[src/rtl/countdown_timer_pkg.sv]
// +------------------------------------------------------------------+
// | counter_pkg - shared state encoding and default widths            |
// | Revision: 1.0                                                     |
// +------------------------------------------------------------------+
`default_nettype none

package counter_pkg;
  typedef enum logic [1:0] {
    IDLE   = 2'd0,
    RUN    = 2'd1,
    PAUSED = 2'd2
  } state_e;

  localparam int DEF_WIDTH = 32;
  localparam int DEF_EVT_W = 16;
endpackage

`default_nettype wire

[src/rtl/countdown_timer_if.sv]
// +------------------------------------------------------------------+
// | countdown_timer_if - control/status bundle of the countdown timer |
// | Revision: 1.0                                                     |
// +------------------------------------------------------------------+
`default_nettype none

interface countdown_timer_if #(
  parameter int WIDTH = 32,
  parameter int EVT_W = 16
);
  logic [WIDTH-1:0] load_val;
  logic             start;
  logic             pause;
  logic             resume;
  logic             auto_reload;
  logic [WIDTH-1:0] count;
  logic             busy;
  logic             done;
  logic [EVT_W-1:0] evt_cnt;

  modport master (
    output load_val, start, pause, resume, auto_reload,
    input  count, busy, done, evt_cnt
  );

  modport slave (
    input  load_val, start, pause, resume, auto_reload,
    output count, busy, done, evt_cnt
  );
endinterface

`default_nettype wire

[src/rtl/countdown_timer_sat_counter.sv]
// +------------------------------------------------------------------+
// | sat_counter - saturating incrementer with synchronous clear       |
// | Revision: 1.0                                                     |
// +------------------------------------------------------------------+
`default_nettype none

module sat_counter #(
  parameter int W = 16
) (
  input  logic         clk,
  input  logic         reset,
  input  logic         clr,
  input  logic         inc,
  output logic [W-1:0] cnt
);
  logic [W-1:0] cnt_q;
  logic [W-1:0] cnt_d;

  always_comb begin
    cnt_d = cnt_q;
    if (clr) begin
      cnt_d = '0;
    end else if (inc && (cnt_q != {W{1'b1}})) begin
      cnt_d = cnt_q + W'(1);
    end
  end

  always_ff @(posedge clk) begin
    if (!reset) begin
      cnt_q <= '0;
    end else begin
      cnt_q <= cnt_d;
    end
  end

  assign cnt = cnt_q;
endmodule

`default_nettype wire

[src/rtl/countdown_timer.sv]
// +------------------------------------------------------------------+
// | countdown_timer - loadable down-counter, one-shot or periodic     |
// | Revision: 1.0                                                     |
// +------------------------------------------------------------------+
`default_nettype none

module countdown_timer
  import counter_pkg::*;
#(
  parameter int WIDTH = DEF_WIDTH,
  parameter int EVT_W = DEF_EVT_W
) (
  input  logic           clk,
  input  logic           reset,
  countdown_timer_if.slave bus
);
  state_e           state_q, state_d;
  logic [WIDTH-1:0] count_q, count_d;
  logic [WIDTH-1:0] reload_q, reload_d;
  logic             mode_q, mode_d;
  logic             done_q, done_d;
  logic             busy_q, busy_d;
  logic             evt_clr;
  logic             evt_inc;

  always_comb begin
    state_d  = state_q;
    count_d  = count_q;
    reload_d = reload_q;
    mode_d   = mode_q;
    done_d   = 1'b0;
    evt_clr  = 1'b0;
    evt_inc  = 1'b0;

    if (bus.start) begin
      reload_d = bus.load_val;
      mode_d   = bus.auto_reload;
      evt_clr  = 1'b1;
      if (bus.load_val != '0) begin
        count_d = bus.load_val;
        state_d = RUN;
      end else begin
        // Zero load expires immediately but is not counted as an event.
        count_d = '0;
        state_d = IDLE;
        done_d  = 1'b1;
      end
    end else begin
      case (state_q)
        RUN: begin
          if (bus.pause) begin
            state_d = PAUSED;
          end else if (count_q == WIDTH'(1)) begin
            done_d  = 1'b1;
            evt_inc = 1'b1;
            if (mode_q) begin
              count_d = reload_q;
            end else begin
              count_d = '0;
              state_d = IDLE;
            end
          end else begin
            count_d = count_q - WIDTH'(1);
          end
        end
        PAUSED: begin
          if (!bus.pause && bus.resume) begin
            state_d = RUN;
          end
        end
        default: begin
          state_d = IDLE;
        end
      endcase
    end

    busy_d = (state_d != IDLE);
  end

  always_ff @(posedge clk) begin
    if (!reset) begin
      state_q  <= IDLE;
      count_q  <= '0;
      reload_q <= '0;
      mode_q   <= 1'b0;
      done_q   <= 1'b0;
      busy_q   <= 1'b0;
    end else begin
      state_q  <= state_d;
      count_q  <= count_d;
      reload_q <= reload_d;
      mode_q   <= mode_d;
      done_q   <= done_d;
      busy_q   <= busy_d;
    end
  end

  sat_counter #(
    .W (EVT_W)
  ) u_evt_cnt (
    .clk   (clk),
    .reset (reset),
    .clr   (evt_clr),
    .inc   (evt_inc),
    .cnt   (bus.evt_cnt)
  );

  assign bus.count = count_q;
  assign bus.busy  = busy_q;
  assign bus.done  = done_q;
endmodule

`default_nettype wire

[src/flat_wrapper.sv]
// flat-port wrapper written by rule: the top's interface ports become plain ports
module countdown_timer_flat import counter_pkg::*;
#(
  parameter int WIDTH = DEF_WIDTH,
  parameter int EVT_W = DEF_EVT_W
)
  (clk, reset, bus_load_val, bus_start, bus_pause, bus_resume, bus_auto_reload, bus_count, bus_busy, bus_done, bus_evt_cnt);
  countdown_timer_if #(.WIDTH(WIDTH), .EVT_W(EVT_W)) bus_i ();
  input  logic clk;
  input  logic reset;
  input wire logic [$bits(bus_i.load_val)-1:0] bus_load_val;
  input wire logic [$bits(bus_i.start)-1:0] bus_start;
  input wire logic [$bits(bus_i.pause)-1:0] bus_pause;
  input wire logic [$bits(bus_i.resume)-1:0] bus_resume;
  input wire logic [$bits(bus_i.auto_reload)-1:0] bus_auto_reload;
  output wire logic [$bits(bus_i.count)-1:0] bus_count;
  output wire logic [$bits(bus_i.busy)-1:0] bus_busy;
  output wire logic [$bits(bus_i.done)-1:0] bus_done;
  output wire logic [$bits(bus_i.evt_cnt)-1:0] bus_evt_cnt;
  assign bus_i.load_val = bus_load_val;
  assign bus_i.start = bus_start;
  assign bus_i.pause = bus_pause;
  assign bus_i.resume = bus_resume;
  assign bus_i.auto_reload = bus_auto_reload;
  assign bus_count = bus_i.count;
  assign bus_busy = bus_i.busy;
  assign bus_done = bus_i.done;
  assign bus_evt_cnt = bus_i.evt_cnt;
  countdown_timer #(.WIDTH(WIDTH), .EVT_W(EVT_W)) u_core (.clk(clk), .reset(reset), .bus(bus_i));
endmodule
[config.mk]
export PLATFORM = sky130hd
export DESIGN_NAME = countdown_timer_flat
export DESIGN_NICKNAME = d
export VERILOG_FILES = /design/src/rtl/countdown_timer_pkg.sv /design/src/rtl/countdown_timer_if.sv /design/src/rtl/countdown_timer_sat_counter.sv /design/src/rtl/countdown_timer.sv /design/src/flat_wrapper.sv
export SDC_FILE = /design/constraint.sdc
export NUM_CORES = 1
export LEC_CHECK = 0
export CAP_MARGIN = 20
export CORE_UTILIZATION = 55
export DETAILED_ROUTE_END_ITERATION = 6
export GPL_TIMING_DRIVEN = 0
export PLACE_DENSITY = 0.81
export SYNTH_ARGS = -nofsm -noshare
export SYNTH_HDL_FRONTEND = slang
export SYNTH_HIERARCHICAL = 1
export SYNTH_SLANG_ARGS = --single-unit
[constraint.sdc]
create_clock -name clk -period 4.2 [get_ports clk]
set_input_delay 0.42 -clock clk [delete_from_list [all_inputs] [get_ports clk]]
set_output_delay 0.42 -clock clk [all_outputs]
set_load 0.01 [all_outputs]
### Word level (Yosys, flattened, before mapping)

Cells that the tools add are included.

* flip-flop bits (word level): 85
* bits of input ports: 38
* logic and storage cells: 43

* add/sub/neg operators: 2
* equality and inequality tests: 5
* muxes and demuxes: 20
* bitwise operators: 1
* reduce and logical (&&, ||, !) cells: 8

Operators with widths (count)
* 32-bit two-way mux: 6
* 32-bit by 1-bit equality test with 1-bit output, second input constant: 1
* 32-bit nonzero test: 1
* 32-bit by 1-bit subtractor with 32-bit output, second input constant: 1
* 16-bit by 1-bit adder with 16-bit output, second input constant: 1
* 16-bit != test, second input constant: 1
* 2-bit two-way mux: 5
* 1-bit two-way mux: 8
* 2-bit case mux with 2 select lines: 1
* 2-bit nonzero test: 2
* 2-bit by 1-bit equality test with 1-bit output, second input constant: 1
* 2-bit equality test, second input constant: 1
* 1-bit logical AND: 2
* 2-bit != test, second input constant: 1
* 2-bit AND reduction: 1
* 2-bit OR reduction: 1
* 1-bit zero test: 1
* 1-bit NOT: 1

### Depth between registers and ports, before layout

Gate-level depths: netlist of the first run.

* depth in word-level cells: 6
* depth in mapped cells: 11
* gate-level depth less buffers: 10

### By module

The synthesis of the first run kept the hierarchy.

Modules (own cells, without submodules)
* countdown_timer: times used 1, cells an instance 475, area each 3786.1 µm²
* sat_counter: times used 1, cells an instance 91, area each 864.6 µm²

### Worst setup path after synthesis of the first run

No wires, ideal clock.

* path kind: flip-flop to flip-flop
* start: register u_core.count_q[0] (netlist: u_core/bus.count[0])
* end: register u_core.count_q[28] (netlist: u_core/bus.count[28])
* setup time: 0.073 ns
* arrival time: 2.629 ns
* required time: 4.127 ns
* path slack: 1.497 ns
* stages on the path, launching flop included: 11
* path buffers: 2
* cell sequence: dfxtp_1 inv_1 ha_1 or3b_1 buf_2 or2_4 or3_1 buf_2 or4_4 or3_1 o211ai_2

* word-level cells in the longest chain between the ends: 5
* elaborated cells between the ends (all ways): 6
* classes of those cells: 1 x add/sub; 1 x eq/ne; 4 x mux

Ends and longest elaborated chain
* from (decl): RTL line countdown_timer.sv:18 `logic [WIDTH-1:0] count_q, count_d;`
* from (signal assigned): RTL line countdown_timer.sv:90 `count_q <= count_d;`
* 32-bit by 1-bit subtractor with 32-bit output or 32-bit by 1-bit equality test with 1-bit output (tied branches): RTL line countdown_timer.sv:63, countdown_timer.sv:53
* 32-bit two-way mux (*): RTL line countdown_timer.sv:53 `end else if (count_q == WIDTH'(1)) begin`
* 32-bit two-way mux (*): RTL line countdown_timer.sv:51 `if (bus.pause) begin`
* 32-bit two-way mux (*): RTL line countdown_timer.sv:49 `case (state_q)`
* 32-bit two-way mux (*): RTL line countdown_timer.sv:35 `if (bus.start) begin`

Mark *: on every way between the ends. The rest lies on a longest branch, timed or not. The select of a mux whose other input is x is not followed.
A chain may end at the register's enable or synchronous reset.

### Worst setup path in the final report of the first run

* start: register u_core.state_q[1]
* end: register u_core.u_evt_cnt.cnt_q[9] (netlist: u_core/u_evt_cnt/cnt[9])

* word-level cells in the longest chain between the ends: 4

Ends and longest elaborated chain
* from (decl): RTL line countdown_timer.sv:17 `state_e state_q, state_d;`
* from (signal assigned): RTL line countdown_timer.sv:89 `state_q <= state_d;`
* 2-bit by 1-bit equality test with 1-bit output: RTL line countdown_timer.sv:49
* 1-bit two-way mux: RTL line countdown_timer.sv:49
* 1-bit two-way mux: RTL line countdown_timer.sv:35
* net u_core.evt_inc: RTL line countdown_timer.sv:24 `logic evt_inc;`
* 1-bit logical AND: RTL line countdown_timer_sat_counter.sv:23 `end else if (inc && (cnt_q != {W{1'b1}})) begin`
* to (signal assigned): RTL line countdown_timer_sat_counter.sv:32 `cnt_q <= cnt_d;`
* to (decl): RTL line countdown_timer_sat_counter.sv:16 `logic [W-1:0] cnt_q;`

The timed path passes the listed nets, and every way through them passes these cells.

==> metrics.yaml, run 1 <==
outcome:
  status: "complete, no violations"
critical_path:
  crit_path_max_fanout: 9
  worst_ep_required_time_ns: 4.49
  worst_path_largest_cell_delay_ns: 0.61
  critical_path_class: "reg2reg"
  critical_path.startpoint_type: "register"
  cp-end-kind: "register"
  worst-endpoint-arrival_ns: 3.77
  timing.critical_path.cells: "inv_1 > ha_1 > nor2b_1 > clkbuf_1 > nand2_1 > nor2_1 > and4_2 > nand3_4 > or4_1 > a21oi_1"
  timing.critical_path.slowest_stage_cell: "nor2_1"
cts:
  post-cts-setup-buffers: 0
  cts_root_buf: "clkbuf_8"
  htree_num_levels: 3
  cts-root-to-sink-buffers: 2
  clock_tree_sinks: 85
  cts-buffers-inserted: 9
  holdBufCountCts: 0
  clock_tree_from_tritoncts: "built"
  clkTransAtPathRegs_ns: 0.09
  clkLatencyLatePin_ns: 0.36
  postCtsResizedCells: 0
drt:
  route.detailed.drc: 0
  routed-via-count: 5269
  detail_route.first_pass.iterations: 5
  avgRoutedWirePerCell_um: 21.5
  antenna_violating_nets_post_route: 0
  vias_per_cell: 6.81
  finalWirelength_mm: 16.6
  drt_first_iter_violations: 590
synth:
  ys_dominant_reg_cell: "dfxtp_1"
  yosysTopAreaCellShare: 0.366
  seq_area_frac_synth: 0.366
  ys_seq_elements: 85
  syn_area_sq_um: 4650
  synth_common_cells: "dfxtp_1 (85), nor2_1 (65), nand2_1 (40)"
  synth_edf_count: 0
  yosys.cell_count.top_type: "dfxtp_1"
  synth.distinct_cells: 62
  syn_nets: 609
  synth_cells: 566
  ys_async_sr_fraction: 0
  synth_top_area_cell: "dfxtp_1"
  synth_area_leaders: "dfxtp_1 (37%), mux2i_1 (5.8%), nor2_1 (5.2%)"
  synth-warning-count: 6
  avgSynthCellArea_sq_um: 8.22
power_and_ir_drop:
  static-leakage-power_uw: 0.00211
  largest_vdd_supply_drop_v: 0.000187
  powerDensity_nw_per_um2: 324
timing:
  worst_setup_margin_ns: 0.716
  clock.fmax_mhz: 287
  hold_viol: 0
  finalWorstPathRequiredPeriod_ns: 3.48
  finalSetupTns_ns: 0
  post-route-period-util: 0.829
  worstMarginPinSlew_ns: 0.948
  finalSetupViolCount: 0
  timing.final.max_slew_violations: 0
  grt_setup_unrepaired: "no"
  maxSlewHeadroom: 0.366
  finalClockSkew_ns: 0.00840
layout:
  drive_above_1_share: 0.0538
  syn2layout_area_growth_pct: 26.2
  layout.area.seq_sq_um: 1700
  final_net_count: 707
  inserted_diodes: 0
  multi_input_comb_area_sq_um: 2770
  filler_cell_count: 695
  layout.core_utilization: 0.714
  instances_no_fill: 774
job:
  cap_violations: 0
placement:
  gp_congestion: 1.01
  post-place-cells: 758
  portBuffers: 87
  placement_stage_worst_setup_slack_ns: 0.650
  hpwl_mm: 11.8
floorplan:
  design.die.area_sq_um: 8830
  die_w_um: 94.0
  placementRows: 33
  die_y_um: 94.0
  top_level_ports: 88
  initial_core_util: 0.566
  floorplan.core_area_sq_um: 8220
global_route:
  global_route_wire_length_before_repair_mm: 25.4
  first_global_vias: 4739
  grt_overflow: 0
  grt_max_degree: 15
  grtUsageTotal: 0.382
  grt_antenna_before_repair: 0
hold_path:
  hold_path.class: "reg2reg"
[final timing paths]
check | end | slack [ns] | startpoint | cells after the start
worst min register to register | u_core/reload_q[2]$_SDFFE_PN0P_ | 0.48 | u_core/reload_q[2]$_SDFFE_PN0P_ | 2
worst min-delay path | u_core/reload_q[2]$_SDFFE_PN0P_ | 0.48 | u_core/reload_q[2]$_SDFFE_PN0P_ | 2
worst max-delay path | u_core/u_evt_cnt/cnt[9]$_SDFFE_PP0P_ | 0.72 | u_core/state_q[1]$_SDFF_PN0_ | 10
worst max register to register | u_core/u_evt_cnt/cnt[9]$_SDFFE_PP0P_ | 0.72 | u_core/state_q[1]$_SDFF_PN0_ | 10
[state kept, by name, summed over array words and instances (netlist names)]
signal / cells
u_core/bus.count: 32
u_core/reload_q: 32
u_core/u_evt_cnt/cnt: 16
u_core/state_q: 2
u_core/bus.busy: 1
u_core/bus.done: 1
u_core/mode_q: 1
[per-stage QoR]
step | hold slack (ns) | total power (uW) | cell area, sq um
finish | 0.479 | 1900 | 5870
global route | 0.501 | 1960 | 5870
CTS | 0.471 | 1890 | 5870
detailed placement | 0.458 | 1260 | 5650
global placement | 0.442 | 1250 | 5650
floorplan | 0.436 | 1090 | 4650
[area by class of cell]
class                           instances  share of cell area
Clock inverter                          6              0.0149
Inverter                               11             0.00704
Timing Repair Buffer                   87               0.148
Clock buffer                           10              0.0217
Tap cell                              105              0.0224
Sequential cell                        85               0.290
Buffer                                 36              0.0243
Multi-Input combinational cell        434               0.471
[worst max-delay path, delay by kind of cell, from the launching register on]
| kind | cells | cell delay (ns) |
|---|---|---|
| simple gates | 6 | 2.17 |
| compound gates | 1 | 0.14 |
| fa+ha+maj | 1 | 0.22 |
| buf+inv | 2 | 0.54 |
| flops | 1 | 0.34 |
[cell usage in the layout, fill, tap and decap left out, types with 6 or more instances in the layout]
cell / Yosys / layout
nor2b_1: 7 / 7
nor2_1: 65 / 65
o21ai_0: 33 / 33
a221oi_1: 6 / 6
nand2b_1: 8 / 8
buf_2: 6 / 6
mux2i_1: 27 / 27
o41ai_1: 7 / 7
clkbuf_8: 0 / 9
nand3_1: 17 / 17
a21oi_1: 35 / 35
inv_1: 10 / 10
nor4_1: 19 / 19
or4_1: 18 / 18
or3_1: 11 / 11
dfxtp_1: 85 / 85
nor3_1: 18 / 18
clkdlybuf4s50_1: 0 / 87
o21a_1: 6 / 6
nand4_1: 7 / 7
and2_1: 8 / 8
and3_1: 7 / 7
o311ai_0: 6 / 6
a31oi_1: 9 / 9
nand2_1: 40 / 40
clkbuf_1: 27 / 28
[power by group]
part | internal [uW] | switching [uW]
registers | 847 | 46.5
logic | 157 | 209
clock network | 336 | 307
[cells by family after synthesis]
kind of cell             after synthesis  synth area share
AO/OA/AOI/OAI                        150             0.223
XOR/XNOR                               7            0.0132
adder cells (fa/ha/maj)                5            0.0135
buffers and inverters                 47            0.0395
flip-flops                            85             0.366
multiplexers                          28            0.0605
AND/OR/NAND/NOR                      244             0.284
[metal layers]
layer | share of wire | global-route usage | vias to the layer above
met5 | 0 | 0 | -
met4 | 0.043 | 0.196 | 0
met3 | 0.11 | 0.0647 | 70
met2 | 0.44 | 0.583 | 377
met1 | 0.41 | 0.516 | 2479
li1 | - | - | 2343
Note: power is estimated with default switching activity, not from simulation.
==> inputs of run 2 (changes only) <==
CORE_UTILIZATION = 53   (was 55)
PLACE_DENSITY = 0.78   (was 0.81)
clock period = 3.5 ns   (was 4.2 ns; I/O delays follow)
==> run 2 against run 1 <==
  * Worst hold slack worse by 0.022 ns
  * Power increased by 18%
  * Combinational power up 21%
  * Non-clock buffer count unchanged
  * Flip-flop and latch count stayed put
  * Die area rose by 3.7%
  * Clock skew increased by 0.0068 ns
  * Largest cell class unchanged
  * Largest power group unchanged
==> metrics.yaml, run 2 (same netlist as run 1, synthesis figures left out) <==
timing:
  grt_setup_unrepaired: "no"
  clock.fmax_mhz: 307  # +6.9%
  maxSlewHeadroom: 0.394  # +0.0282
  post-route-period-util: 0.931  # +0.101
  finalWorstPathRequiredPeriod_ns: 3.26  # -0.226 ns
  fin_worst_hold_slack_ns: 0.457  # -0.0221 ns
  finalClockSkew_ns: 0.0152  # +0.00675 ns
  finalSetupTns_ns: 0  # unchanged
  worstMarginPinSlew_ns: 0.905  # -0.0422 ns
  hold_viol: 0  # unchanged
  finalSetupViolCount: 0  # unchanged
  timing.final.max_slew_violations: 0  # unchanged
critical_path:
  reg2reg_setup_slack_ns: 0.24  # -0.47 ns
  worst-endpoint-arrival_ns: 3.55  # -0.22 ns
  worst_ep_required_time_ns: 3.79  # -0.70 ns
  worst_r2r_path_depth: 10  # unchanged
  reg2reg_to: "u_core/u_evt_cnt/cnt[9]$_SDFFE_PP0P_"
  critical_path.startpoint_type: "register"
  critical_path_class: "reg2reg"
  crit_path_max_fanout: 9  # unchanged
  endpoint_of_the_worst_setup_timing_path: "u_core/u_evt_cnt/cnt[9]$_SDFFE_PP0P_"
  timing.critical_path.from: "u_core/state_q[1]$_SDFF_PN0_"
  cp-end-kind: "register"
  worst_r2r_startpoint: "u_core/state_q[1]$_SDFF_PN0_"
floorplan:
  design.die.area_sq_um: 9150  # +3.7%
  placementRows: 33  # unchanged
  initial_core_util: 0.558  # -0.00841
  floorplan.core_area_sq_um: 8340  # +1.5%
  die_y_um: 95.7  # +1.8%
  top_level_ports: 88  # unchanged
  die_w_um: 95.7  # +1.8%
drt:
  finalWirelength_mm: 17.3  # +4.2%
  route.detailed.drc: 0  # unchanged
  drt_first_iter_violations: 562  # -4.7%
  detail_route.first_pass.iterations: 5  # unchanged
  vias_per_cell: 6.80  # -0.17%
  routed-via-count: 5260  # -0.17%
  avgRoutedWirePerCell_um: 22.4  # +4.2%
  antenna_violating_nets_post_route: 0  # unchanged
placement:
  hpwl_mm: 12.2  # +3.5%
  post-place-cells: 758  # unchanged
  portBuffers: 87  # unchanged
  gp_congestion: 0.931  # -7.9%
global_route:
  grt_overflow: 0  # unchanged
  first_global_vias: 4843  # +2.2%
  global_route.peak_usage_layer: "met2"
  globalRouteMet1Util: 0.499  # -0.0173
  global_route_wire_length_before_repair_mm: 25.8  # +1.7%
  grtUsageTotal: 0.381  # -0.000793
  grtUsageMet2: 0.604  # +0.0208
  global_route.usage.met3: 0.0750  # +0.0102
  grt_max_degree: 15  # unchanged
  grt_antenna_before_repair: 0  # unchanged
power_and_ir_drop:
  static-leakage-power_uw: 0.00210  # -0.51%
  powerDensity_nw_per_um2: 383  # +18%
  largest_vdd_supply_drop_v: 0.000178  # -4.7%
layout:
  layout_common_cells: "clkdlybuf4s50_1 (87), dfxtp_1 (85), nor2_1 (64)"
  inserted_diodes: 0  # unchanged
  instances_no_fill: 774  # unchanged
  final_net_count: 707  # unchanged
  syn2layout_area_growth_pct: 25.9
  final_common_cell: "clkdlybuf4s50_1"
  layout.area.seq_sq_um: 1700  # unchanged
  filler_cell_count: 747  # +7.5%
  multi_input_comb_area_sq_um: 2770  # about the same
  drive_above_1_share: 0.0553  # +0.00149
outcome:
  status: "complete, no violations"
hold_path:
  hold_path.class: "reg2reg"
cts:
  cts-root-to-sink-buffers: 2  # unchanged
  cts_root_buf: "clkbuf_8"
  clock_tree_sinks: 85  # unchanged
  cts-buffers-inserted: 9  # unchanged
  clkTransAtPathRegs_ns: 0.10  # about the same
  clkLatencyLatePin_ns: 0.35  # about the same
  holdBufCountCts: 0  # unchanged
  clock_tree_from_tritoncts: "built"
  htree_num_levels: 3  # unchanged
job:
  cap_violations: 0  # unchanged
[run 2: cell count changes in the layout (fill, tap and decap cells not counted)]
cell and change:
bufinv_16 -1, clkinv_2 -1, nor2_2 +1, clkinvlp_4 +1, clkbuf_8 +1, nor2_1 -1
[run 2: layer usage]
metal	share of wire	routed length (um)
met1	0.40	6890
met2	0.45	7800
met4	0.037	634
met3	0.12	2010
met5	0	0
[run 2: what timing repair did]
action | in CTS | in global routing
hold endpoints to repair | 0 | 0
endpoints found under the setup margin | 0 | 3
gates resized for setup | 0 | 1
buffers inserted | 0 | 0
[run 2: worst min path at each step]
stage                     depth (start not counted)  slack [ns]                                end                              from
after floorplan                                   2        0.44    u_core/reload_q[1]$_SDFFE_PN0P_   u_core/reload_q[1]$_SDFFE_PN0P_
after global placement                            2        0.44    u_core/reload_q[1]$_SDFFE_PN0P_   u_core/reload_q[1]$_SDFFE_PN0P_
after detailed placement                          2        0.46    u_core/reload_q[1]$_SDFFE_PN0P_   u_core/reload_q[1]$_SDFFE_PN0P_
after CTS                                         2        0.47  u_core/bus.count[22]$_SDFFE_PN0P_  u_core/reload_q[22]$_SDFFE_PN0P_
after global routing                              2        0.49   u_core/reload_q[17]$_SDFFE_PN0P_  u_core/reload_q[17]$_SDFFE_PN0P_
final                                             2        0.46  u_core/bus.count[22]$_SDFFE_PN0P_  u_core/reload_q[22]$_SDFFE_PN0P_
[run 2: power by group]
group / internal, uW / total, uW / switching, uW / leakage, uW
Combinational: 189 / 442 / 253 / 0.00130
Clock: 352 / 730 / 378 / 0.0000995
Sequential: 1020 / 1070 / 55.2 / 0.000698
[run 2: worst max-delay path, stage by stage (launching register included)]
cell and delay [ns]:
dfxtp_1 0.33, inv_1 0.07, ha_1 0.22, nor2b_1 0.15, clkbuf_1 0.44, nand2_1 0.44
nor2_2 0.45, and4_2 0.38, nand3_4 0.14, or4_1 0.43, a21oi_1 0.14
[run 2: layout make-up]
type | instances | area share
Buffer | 36 | 0.0244
Clock buffer | 11 | 0.0241
Clock inverter | 5 | 0.0103
Inverter | 11 | 0.00705
Multi-Input combinational cell | 434 | 0.473
Sequential cell | 85 | 0.291
Tap cell | 105 | 0.0224
Timing Repair Buffer | 87 | 0.149
[run 2: stage by stage]
step                cell area [sq um]   util  power, uW  setup WS (ns)
global placement                 5650  0.678       1510         0.0263
global route                     5860  0.702       2320          0.105
floorplan                        4650      -       1310          0.797
detailed placement               5650  0.678       1510         0.0418
finish                           5860  0.702       2240          0.242
CTS                              5850  0.702       2220          0.198
==> inputs of run 3 (changes only) <==
CTS_CLUSTER_DIAMETER = 30   (was unset)
==> results of run 3 <==
The final DEF is identical to that of run 2; final timing and power are the same.
